<file path="src/rtl/axi_lite_pkg.sv">
// Shared constants and types for the AXI4-Lite register slave.
package axi_lite_pkg;
  localparam int NUM_REGS = 8;
  localparam int NUM_RW   = NUM_REGS - 1;
  localparam int IDX_W    = $clog2(NUM_REGS);

  localparam logic [1:0] RESP_OKAY   = 2'b00;
  localparam logic [1:0] RESP_SLVERR = 2'b10;

  typedef enum logic {W_IDLE = 1'b0, W_RESP = 1'b1} wstate_e;

  function automatic logic [31:0] byte_merge(input logic [31:0] old_v,
                                             input logic [31:0] new_v,
                                             input logic [3:0]  strb);
    byte_merge = old_v;
    for (int i = 0; i < 4; i++)
      if (strb[i]) byte_merge[8*i +: 8] = new_v[8*i +: 8];
  endfunction
endpackage

</file>
<file path="src/rtl/axi_lite_regfile.sv">
// Register storage: slots 0..NUM_RW-1 are writable, the last slot reads a constant ID.
module axi_lite_regfile
  import axi_lite_pkg::*;
#(
  parameter logic [31:0] ID_VALUE = 32'hA11E_0001
) (
  input  logic                   clk,
  input  logic                   rst,
  input  logic                   we,
  input  logic [IDX_W-1:0]       waddr,
  input  logic [31:0]            wdata,
  input  logic [3:0]             wstrb,
  input  logic [IDX_W-1:0]       raddr,
  output logic [31:0]            rdata,
  output logic [NUM_RW*32-1:0]   regs_o
);
  logic [NUM_RW-1:0][31:0] regs_q, regs_d;

  always_comb begin
    regs_d = regs_q;
    for (int i = 0; i < NUM_RW; i++)
      if (we && waddr == IDX_W'(i)) regs_d[i] = byte_merge(regs_q[i], wdata, wstrb);
  end

  // Read is combinational from the current flops, so a same-edge write is not visible.
  always_comb begin
    rdata = ID_VALUE;
    for (int i = 0; i < NUM_RW; i++)
      if (raddr == IDX_W'(i)) rdata = regs_q[i];
  end

  always_ff @(posedge clk) begin
    if (rst) regs_q <= '0;
    else     regs_q <= regs_d;
  end

  assign regs_o = regs_q;
endmodule

</file>
<file path="src/rtl/axi_lite_slave_regs.sv">
// AXI4-Lite slave with 7 RW registers and one RO ID register; AW/W buffered independently.
module axi_lite_slave_regs
  import axi_lite_pkg::*;
#(
  parameter int          ADDR_W   = 8,
  parameter logic [31:0] ID_VALUE = 32'hA11E_0001
) (
  input  logic                 ACLK,
  input  logic                 ARESET,
  input  logic                 AWVALID,
  output logic                 AWREADY,
  input  logic [ADDR_W-1:0]    AWADDR,
  input  logic [2:0]           AWPROT,
  input  logic                 WVALID,
  output logic                 WREADY,
  input  logic [31:0]          WDATA,
  input  logic [3:0]           WSTRB,
  output logic                 BVALID,
  input  logic                 BREADY,
  output logic [1:0]           BRESP,
  input  logic                 ARVALID,
  output logic                 ARREADY,
  input  logic [ADDR_W-1:0]    ARADDR,
  input  logic [2:0]           ARPROT,
  output logic                 RVALID,
  input  logic                 RREADY,
  output logic [31:0]          RDATA,
  output logic [1:0]           RRESP,
  output logic [NUM_RW*32-1:0] o_regs
);
  logic             rdy_en_q, rdy_en_d;
  logic             aw_full_q, aw_full_d, aw_oor_q, aw_oor_d;
  logic [IDX_W-1:0] aw_idx_q, aw_idx_d;
  logic             w_full_q, w_full_d;
  logic [31:0]      w_data_q, w_data_d;
  logic [3:0]       w_strb_q, w_strb_d;
  wstate_e          wstate_q, wstate_d;
  logic [1:0]       bresp_q, bresp_d;
  logic             rvalid_q, rvalid_d;
  logic [31:0]      rdata_q, rdata_d;
  logic [1:0]       rresp_q, rresp_d;

  logic             commit, wr_ok, ar_oor;
  logic [31:0]      rf_rdata;
  logic             unused_ok;

  assign unused_ok = ^{AWPROT, ARPROT, AWADDR[1:0], ARADDR[1:0]};

  // rdy_en_q holds every READY low through reset and for the release cycle.
  assign BVALID  = (wstate_q == W_RESP);
  assign AWREADY = rdy_en_q && !aw_full_q && !BVALID;
  assign WREADY  = rdy_en_q && !w_full_q && !BVALID;
  assign ARREADY = rdy_en_q && !rvalid_q;
  assign BRESP   = bresp_q;
  assign RVALID  = rvalid_q;
  assign RDATA   = rdata_q;
  assign RRESP   = rresp_q;

  assign commit = aw_full_q && w_full_q;
  assign wr_ok  = !aw_oor_q && (aw_idx_q != IDX_W'(NUM_REGS - 1));
  assign ar_oor = |(ARADDR >> 5);

  always_comb begin
    rdy_en_d  = 1'b1;
    aw_full_d = aw_full_q;
    aw_idx_d  = aw_idx_q;
    aw_oor_d  = aw_oor_q;
    w_full_d  = w_full_q;
    w_data_d  = w_data_q;
    w_strb_d  = w_strb_q;
    wstate_d  = wstate_q;
    bresp_d   = bresp_q;
    rvalid_d  = rvalid_q;
    rdata_d   = rdata_q;
    rresp_d   = rresp_q;

    if (AWVALID && AWREADY) begin
      aw_full_d = 1'b1;
      aw_idx_d  = AWADDR[4:2];
      aw_oor_d  = |(AWADDR >> 5);
    end
    if (WVALID && WREADY) begin
      w_full_d = 1'b1;
      w_data_d = WDATA;
      w_strb_d = WSTRB;
    end

    case (wstate_q)
      W_IDLE: if (commit) begin
        aw_full_d = 1'b0;
        w_full_d  = 1'b0;
        wstate_d  = W_RESP;
        bresp_d   = wr_ok ? RESP_OKAY : RESP_SLVERR;
      end
      W_RESP: if (BREADY) wstate_d = W_IDLE;
      default: wstate_d = W_IDLE;
    endcase

    if (ARVALID && ARREADY) begin
      rvalid_d = 1'b1;
      rdata_d  = ar_oor ? 32'h0 : rf_rdata;
      rresp_d  = ar_oor ? RESP_SLVERR : RESP_OKAY;
    end else if (rvalid_q && RREADY) begin
      rvalid_d = 1'b0;
    end
  end

  always_ff @(posedge ACLK) begin
    if (ARESET) begin
      rdy_en_q  <= 1'b0;
      aw_full_q <= 1'b0;
      aw_idx_q  <= '0;
      aw_oor_q  <= 1'b0;
      w_full_q  <= 1'b0;
      w_data_q  <= '0;
      w_strb_q  <= '0;
      wstate_q  <= W_IDLE;
      bresp_q   <= RESP_OKAY;
      rvalid_q  <= 1'b0;
      rdata_q   <= '0;
      rresp_q   <= RESP_OKAY;
    end else begin
      rdy_en_q  <= rdy_en_d;
      aw_full_q <= aw_full_d;
      aw_idx_q  <= aw_idx_d;
      aw_oor_q  <= aw_oor_d;
      w_full_q  <= w_full_d;
      w_data_q  <= w_data_d;
      w_strb_q  <= w_strb_d;
      wstate_q  <= wstate_d;
      bresp_q   <= bresp_d;
      rvalid_q  <= rvalid_d;
      rdata_q   <= rdata_d;
      rresp_q   <= rresp_d;
    end
  end

  axi_lite_regfile #(.ID_VALUE(ID_VALUE)) u_regfile (
    .clk    (ACLK),
    .rst    (ARESET),
    .we     (commit && wr_ok),
    .waddr  (aw_idx_q),
    .wdata  (w_data_q),
    .wstrb  (w_strb_q),
    .raddr  (ARADDR[4:2]),
    .rdata  (rf_rdata),
    .regs_o (o_regs)
  );
endmodule
</file>
<file path="config.mk">
export PLATFORM = sky130hd
export DESIGN_NAME = axi_lite_slave_regs
export DESIGN_NICKNAME = d
export VERILOG_FILES = /design/src/rtl/axi_lite_pkg.sv /design/src/rtl/axi_lite_regfile.sv /design/src/rtl/axi_lite_slave_regs.sv
export SDC_FILE = /design/constraint.sdc
export NUM_CORES = 1
export LEC_CHECK = 0
export CORE_MARGIN = 2
export CORE_UTILIZATION = 23
export DETAILED_ROUTE_END_ITERATION = 16
export MAX_ROUTING_LAYER = met4
export PLACE_DENSITY = 0.49
export SETUP_SLACK_MARGIN = 0.15
export SLEW_MARGIN = 20
export SYNTH_ARGS = -nofsm -noshare
export SYNTH_HDL_FRONTEND = slang
export SYNTH_HIERARCHICAL = 1
export SYNTH_SLANG_ARGS = --single-unit
export TNS_END_PERCENT = 100
</file>
<file path="constraint.sdc">
create_clock -name ACLK -period 1.8 [get_ports ACLK]
set_input_delay 0.36 -clock ACLK [delete_from_list [all_inputs] [get_ports ACLK]]
set_output_delay 0.36 -clock ACLK [all_outputs]
set_load 0.05 [all_outputs]
</file>
Word level (Yosys, flattened, before mapping). Index checks and enable logic that the tools add are counted.

Register bits after elaboration: 305. Bits of input ports: 65. Output and inout port bits: 265.

Equal/unequal tests: 13. Muxes and demuxes: 22. Bitwise gates (word level): 1. Reductions and logical operators: 58.

Operators with widths (number): two-way mux 32 bit (8); AND reduction 2 bit (29); logical AND 1 bit (19); == test 3 bit (second input constant) (6); == test 3 x 2 -> 1 bit (second input constant) (4); two-way mux 1 bit (11); == test 3 x 1 -> 1 bit (second input constant) (2); logical NOT 3 bit (2); OR reduction 3 bit (2); logical NOT 1 bit (5); two-way mux 2 bit (2); != test 3 bit (second input constant) (1); case mux 1 bit (2 select lines) (1); nonzero test 2 bit (1); inverter 1 bit (1).

Longest topological paths before layout.
Depth in word-level cells: 9. Gate-level depth with buffers: 9. Mapped depth without buffers: 6.

Hierarchy. Netlist, hierarchy kept.

By module, submodules not included: axi_lite_regfile (times used 1, cells an instance 1281, area each 10442.5 um^2, seq. area each 4484.3 um^2); axi_lite_slave_regs (times used 1, cells an instance 352, area each 2879.0 um^2, seq. area each 1581.5 um^2).

Least setup slack after synthesis. Ideal clock, no wire load.

Path kind: flip-flop to flip-flop. From: reg w_full_q. To: reg u_regfile.regs_q (netlist bit u_regfile/regs_o[1]). Setup time: 0.128 ns. Data arrival time: 1.723 ns. Data required time: 1.672 ns. Path slack: -0.050 ns. Stages on the path, launching flop included: 8. Path buffers: 1. Cell sequence: dfxtp_1 nand3b_1 a31oi_1 nand3b_1 or3_1 buf_4 mux2i_1 nor2_1.

Word-level cells in the longest chain between the ends: 4.

Ends and longest elaborated chain: start: declaration (line axi_lite_slave_regs.sv:34) `logic w_full_q, w_full_d;`; start signal: assignment (line axi_lite_slave_regs.sv:127) `w_full_q <= w_full_d;`; logical AND 1 bit (line axi_lite_slave_regs.sv:59) `assign commit = aw_full_q && w_full_q;`; logical AND 1 bit (line axi_lite_slave_regs.sv:141) `.we (commit && wr_ok),`; logical AND 1 bit (line axi_lite_regfile.sv:22) `if (we && waddr == IDX_W'(i)) regs_d[i] = byte_merge(regs_q[i], wdata, wstrb);`; AND reduction 2 bit (no line); end signal: assignment (line axi_lite_regfile.sv:34) `else regs_q <= regs_d;`; end: declaration (line axi_lite_regfile.sv:17) `logic [NUM_RW-1:0][31:0] regs_q, regs_d;`.

Every way passes these cells. A chain may end at the register's enable or synchronous reset.

Worst setup path after layout.
From: reg aw_oor_q. To: reg u_regfile.regs_q (netlist bit u_regfile/regs_o[217]).

Word-level cells in the longest chain between the ends: 5.

Ends and longest elaborated chain: start: declaration (line axi_lite_slave_regs.sv:32) `logic aw_full_q, aw_full_d, aw_oor_q, aw_oor_d;`; start signal: assignment (line axi_lite_slave_regs.sv:126) `aw_oor_q <= aw_oor_d;`; logical NOT 1 bit (line axi_lite_slave_regs.sv:60) `assign wr_ok = !aw_oor_q && (aw_idx_q != IDX_W'(NUM_REGS - 1));`; logical AND 1 bit (line axi_lite_slave_regs.sv:60); logical AND 1 bit (line axi_lite_slave_regs.sv:141); logical AND 1 bit (line axi_lite_regfile.sv:22); AND reduction 2 bit (no line).

Every way passes these cells.

==> results by group <==
Outcome
  • Status: finished, violations left
  • Failing checks: setup timing

Floorplan
  • DIE WIDTH: 244.7 um
  • Core ar.: 57,480 um^2
  • Initial Util: 23.18%
  • Die height: 244.7 um
  • Die area: 59,860 um^2
  • Io pins: 330
  • Num rows: 88

Synth
  • Post-synth design cell area: 13,320 um^2
  • FFs w/ async S/R, synth: 0%
  • Synth cell types: 47
  • Post-synthesis sequential area ratio: 45.53%
  • Seq cells post-synth: 303
  • Syn avg cell area: 8.158 um^2
  • Number of flops mapped to enable cells by yosys: 0
  • YS warnings: 6
  • Gate Count Post-Synth: 1,633
  • Main area contributors after synthesis: dfxtp_1 (46%), a21oi_1 (9.5%), nand2_1 (8.2%)
  • Synth area leader: dfxtp_1
  • Top_reg_cell synth: dfxtp_1
  • Post-synth top area share: 45.53%

Cells and area
  • Register Area: 6080 um^2
  • # fillers: 5,900
  • N_diodes: 0
  • Layout Utilization: 36.13%
  • Area growth, synth to finish: 55.89%
  • Share of cells above drive strength 1: 38.09%
  • Fin area: 20,770 um^2
  • Multi-input logic area: 7800 um^2
  • Final net count: 2,083

Timing
  • Post-layout min period: 1.901 ns
  • Max frequency: 0.5261 GHz
  • Tcrit/Tclk final: 105.6%
  • Final Max Tran Viols: 0
  • WHS: 0.1148 ns
  • Setup TNS: -5.644 ns
  • Final worst slack: -0.1010 ns
  • Endpoints failing hold: 0
  • RSZ-0062 raised after global routing: yes
  • Slew @ Worst Pin: 0.5844 ns
  • Max-slew headroom: 61.04%
  • Fin Clk Skew: 0.01821 ns
  • Final setup viols: 116

GRT
  • First-pass GRT wire length: 88,040 um
  • M2 GR Usage: 34.35%
  • GR Overflow Total: 0
  • Global Route met1 Usage: 24.42%
  • Initial antenna violation count: 0
  • GRT Util Overall: 20.12%
  • Top Usage Layer GRT: met2
  • Largest net degree at the start of global routing: 80
  • Number of global-route vias before repair: 13,430
  • GR Util met3: 2.766%

Worst setup path
  • CP Cell Sequence: nand3b_1, a31oi_4, buf_6, and4b_2, buf_12, buf_12, nand2_8, nand2_1, a21oi_2
  • Worst Setup Start Kind: flop
  • CP delay by family, top: simple AND/OR/NAND/NOR gates
  • CP required: 2.23 ns
  • CP endpoint kind: flop
  • Crit-path slowest cell: dfxtp_2
  • Peak per-stage delay on the critical path: 0.31 ns
  • CP arrival: 2.33 ns
  • Crit-path most repeated cell: buf_12
  • R2R setup slack: -0.10 ns
  • Critical path buffers and inverters: 3
  • Max Fanout on Critical Path: 8
  • Crit path kind: flop to flop

Placed design
  • Buffers on Ports: 317
  • Detailed Place HPWL: 43,810 um
  • Placed Area: 17,800 um^2
  • Placer Congestion: 0.8807

CTS
  • CTS buffer count: 39
  • Clk Latency, worst-skew pair: 0.56 ns
  • CTS max path bufs: 3
  • CTS H-Tree Depth: 2
  • # hold bufs at CTS: 0
  • CTS tree: yes
  • Clock sinks: 303
  • Worst-path clk slew: 0.06 ns
  • Root buffer cell: clkbuf_16

Pwr
  • VDD IR max: 598.3 uV
  • Leakage: 7.834 nW
  • Power Density: 789.0 nW/um^2

Detailed routing
  • TritonRoute pass-1 iters: 6
  • Wire length per cell: 22.19 um
  • Vias per cell: 4.969
  • Post-Route WL: 62,350 um
  • Routed Antenna Nets: 0
  • Drt first-iter violations: 993
  • Routed vias: 13,960
  • DRC: 0

Run
  • Max cap viols: 0

Hold path
  • Hold Path Class: input port to flop
==> sequential cells by signal, indices dropped and copies added (netlist names), 3 cells and up <==
register and cells:
u_regfile/regs_o 224, w_data_q 32, RDATA 32, w_strb_q 4
aw_idx_q 3
==> layout by cell type (no fill, tap or decap), drive strengths merged, types with 4 or more instances in the layout <==
| cell type | Yosys | layout |
|---|---|---|
| buf | 74 | 432 |
| dfxtp | 303 | 303 |
| nand2 | 292 | 292 |
| a21oi | 254 | 254 |
| nand3 | 129 | 129 |
| o21ai | 108 | 108 |
| mux2i | 90 | 90 |
| nor2 | 87 | 87 |
| clkbuf | 67 | 61 |
| clkdlybuf4s50 | 0 | 50 |
| o22ai | 25 | 25 |
| o221ai | 24 | 24 |
| or3 | 22 | 22 |
| nor2b | 20 | 20 |
| o21a | 18 | 18 |
| or2 | 18 | 18 |
| a21boi | 18 | 18 |
| nand2b | 14 | 14 |
| mux2 | 13 | 13 |
| a2bb2oi | 11 | 11 |
| a211oi | 8 | 8 |
| nand3b | 7 | 7 |
| inv | 5 | 6 |
| a21o | 5 | 5 |
| clkinv | 0 | 5 |
| nor3 | 4 | 4 |
==> layout make-up <==
type,count,area share [%]
clock inverter,9,0.5061
multi-input combinational,1185,37.56
timing repair buffer,484,21.96
inverter,5,0.1024
clock buffer,59,5.989
tap,765,4.609
sequential,303,29.27
==> synth_stat cells (5+ instances only) <==
master,n
o21ai_0,108
buf_4,20
buf_6,5
a2bb2oi_1,11
mux2i_1,90
o221ai_1,24
nand2b_1,13
inv_1,5
nor2b_1,20
or2_2,18
o22ai_1,25
o21a_1,18
a21o_1,5
a21oi_1,254
nand2_1,291
dfxtp_1,303
nor2_1,77
mux2_2,13
nand3_1,129
or3_1,22
a21boi_0,15
nand3b_1,7
nor2_2,7
buf_2,45
a211oi_1,8
clkbuf_1,67
==> metal layers <==
layer	share of wire (%)	up-vias
met4	2.8	0
met2	50	530
met1	41	6827
met3	5.4	106
met5	0	-
li1	-	6500
==> per-stage QoR <==
| stage | total power, W | std cells | worst slack [ns] |
|---|---|---|---|
| 4_1_cts | 0.01653 | 2806 | -0.09475 |
| 3_3_place_gp | 0.008341 | 2729 | -0.3124 |
| 5_1_grt | 0.01692 | 2810 | -0.1730 |
| 6_report | 0.01639 | 2810 | -0.1010 |
| 2_1_floorplan | 0.007661 | 1634 | 0.06530 |
| 3_5_place_dp | 0.008346 | 2729 | -0.3203 |
==> worst reg2reg max path: cells and delay by family, from the launching register on <==
| family | cells | cell delay (ns) |
|---|---|---|
| AND/OR/NAND/NOR | 4 | 0.74 |
| buffers and inverters | 3 | 0.44 |
| flip-flops | 1 | 0.31 |
| AO/OA/AOI/OAI | 2 | 0.30 |
==> cells by family after synthesis <==
family	count (synthesis)	synth area share, %
buffers and inverters	146	5.551
other	1	0.02815
AND/OR/NAND/NOR	602	20.64
multiplexers	104	8.030
flip-flops	303	45.53
AO/OA/AOI/OAI	477	20.21
==> power breakdown <==
group          leakage [nW]  total [W]  switching (W)  internal, W
Clock                 0.669    0.00810        0.00307      0.00504
Sequential             2.45    0.00691       0.000140      0.00677
Combinational          4.72    0.00138       0.000819     0.000557
Total                  7.83     0.0164        0.00403       0.0124
==> repair_timing <==
item | CTS | global route
resized for setup | 75 | 325
buffers inserted | 9 | 2
gates cloned | 0 | 2
setup endpoints to repair | 226 | 229
pin swaps | 7 | 106
==> worst paths after layout <==
check | depth (start not counted) | endpoint | startpoint
setup / recovery | 9 | u_regfile/regs_o[217]$_SDFFE_PP0P_ | aw_oor_q$_SDFFE_PP0P_
hold / removal | 2 | u_regfile/regs_o[31]$_SDFFE_PP0P_ | ARESET
setup reg to reg | 9 | u_regfile/regs_o[217]$_SDFFE_PP0P_ | aw_oor_q$_SDFFE_PP0P_
hold reg to reg | 2 | RDATA[1]$_SDFFE_PP0P_ | RDATA[1]$_SDFFE_PP0P_
Note: power is estimated with default switching activity, not from simulation.
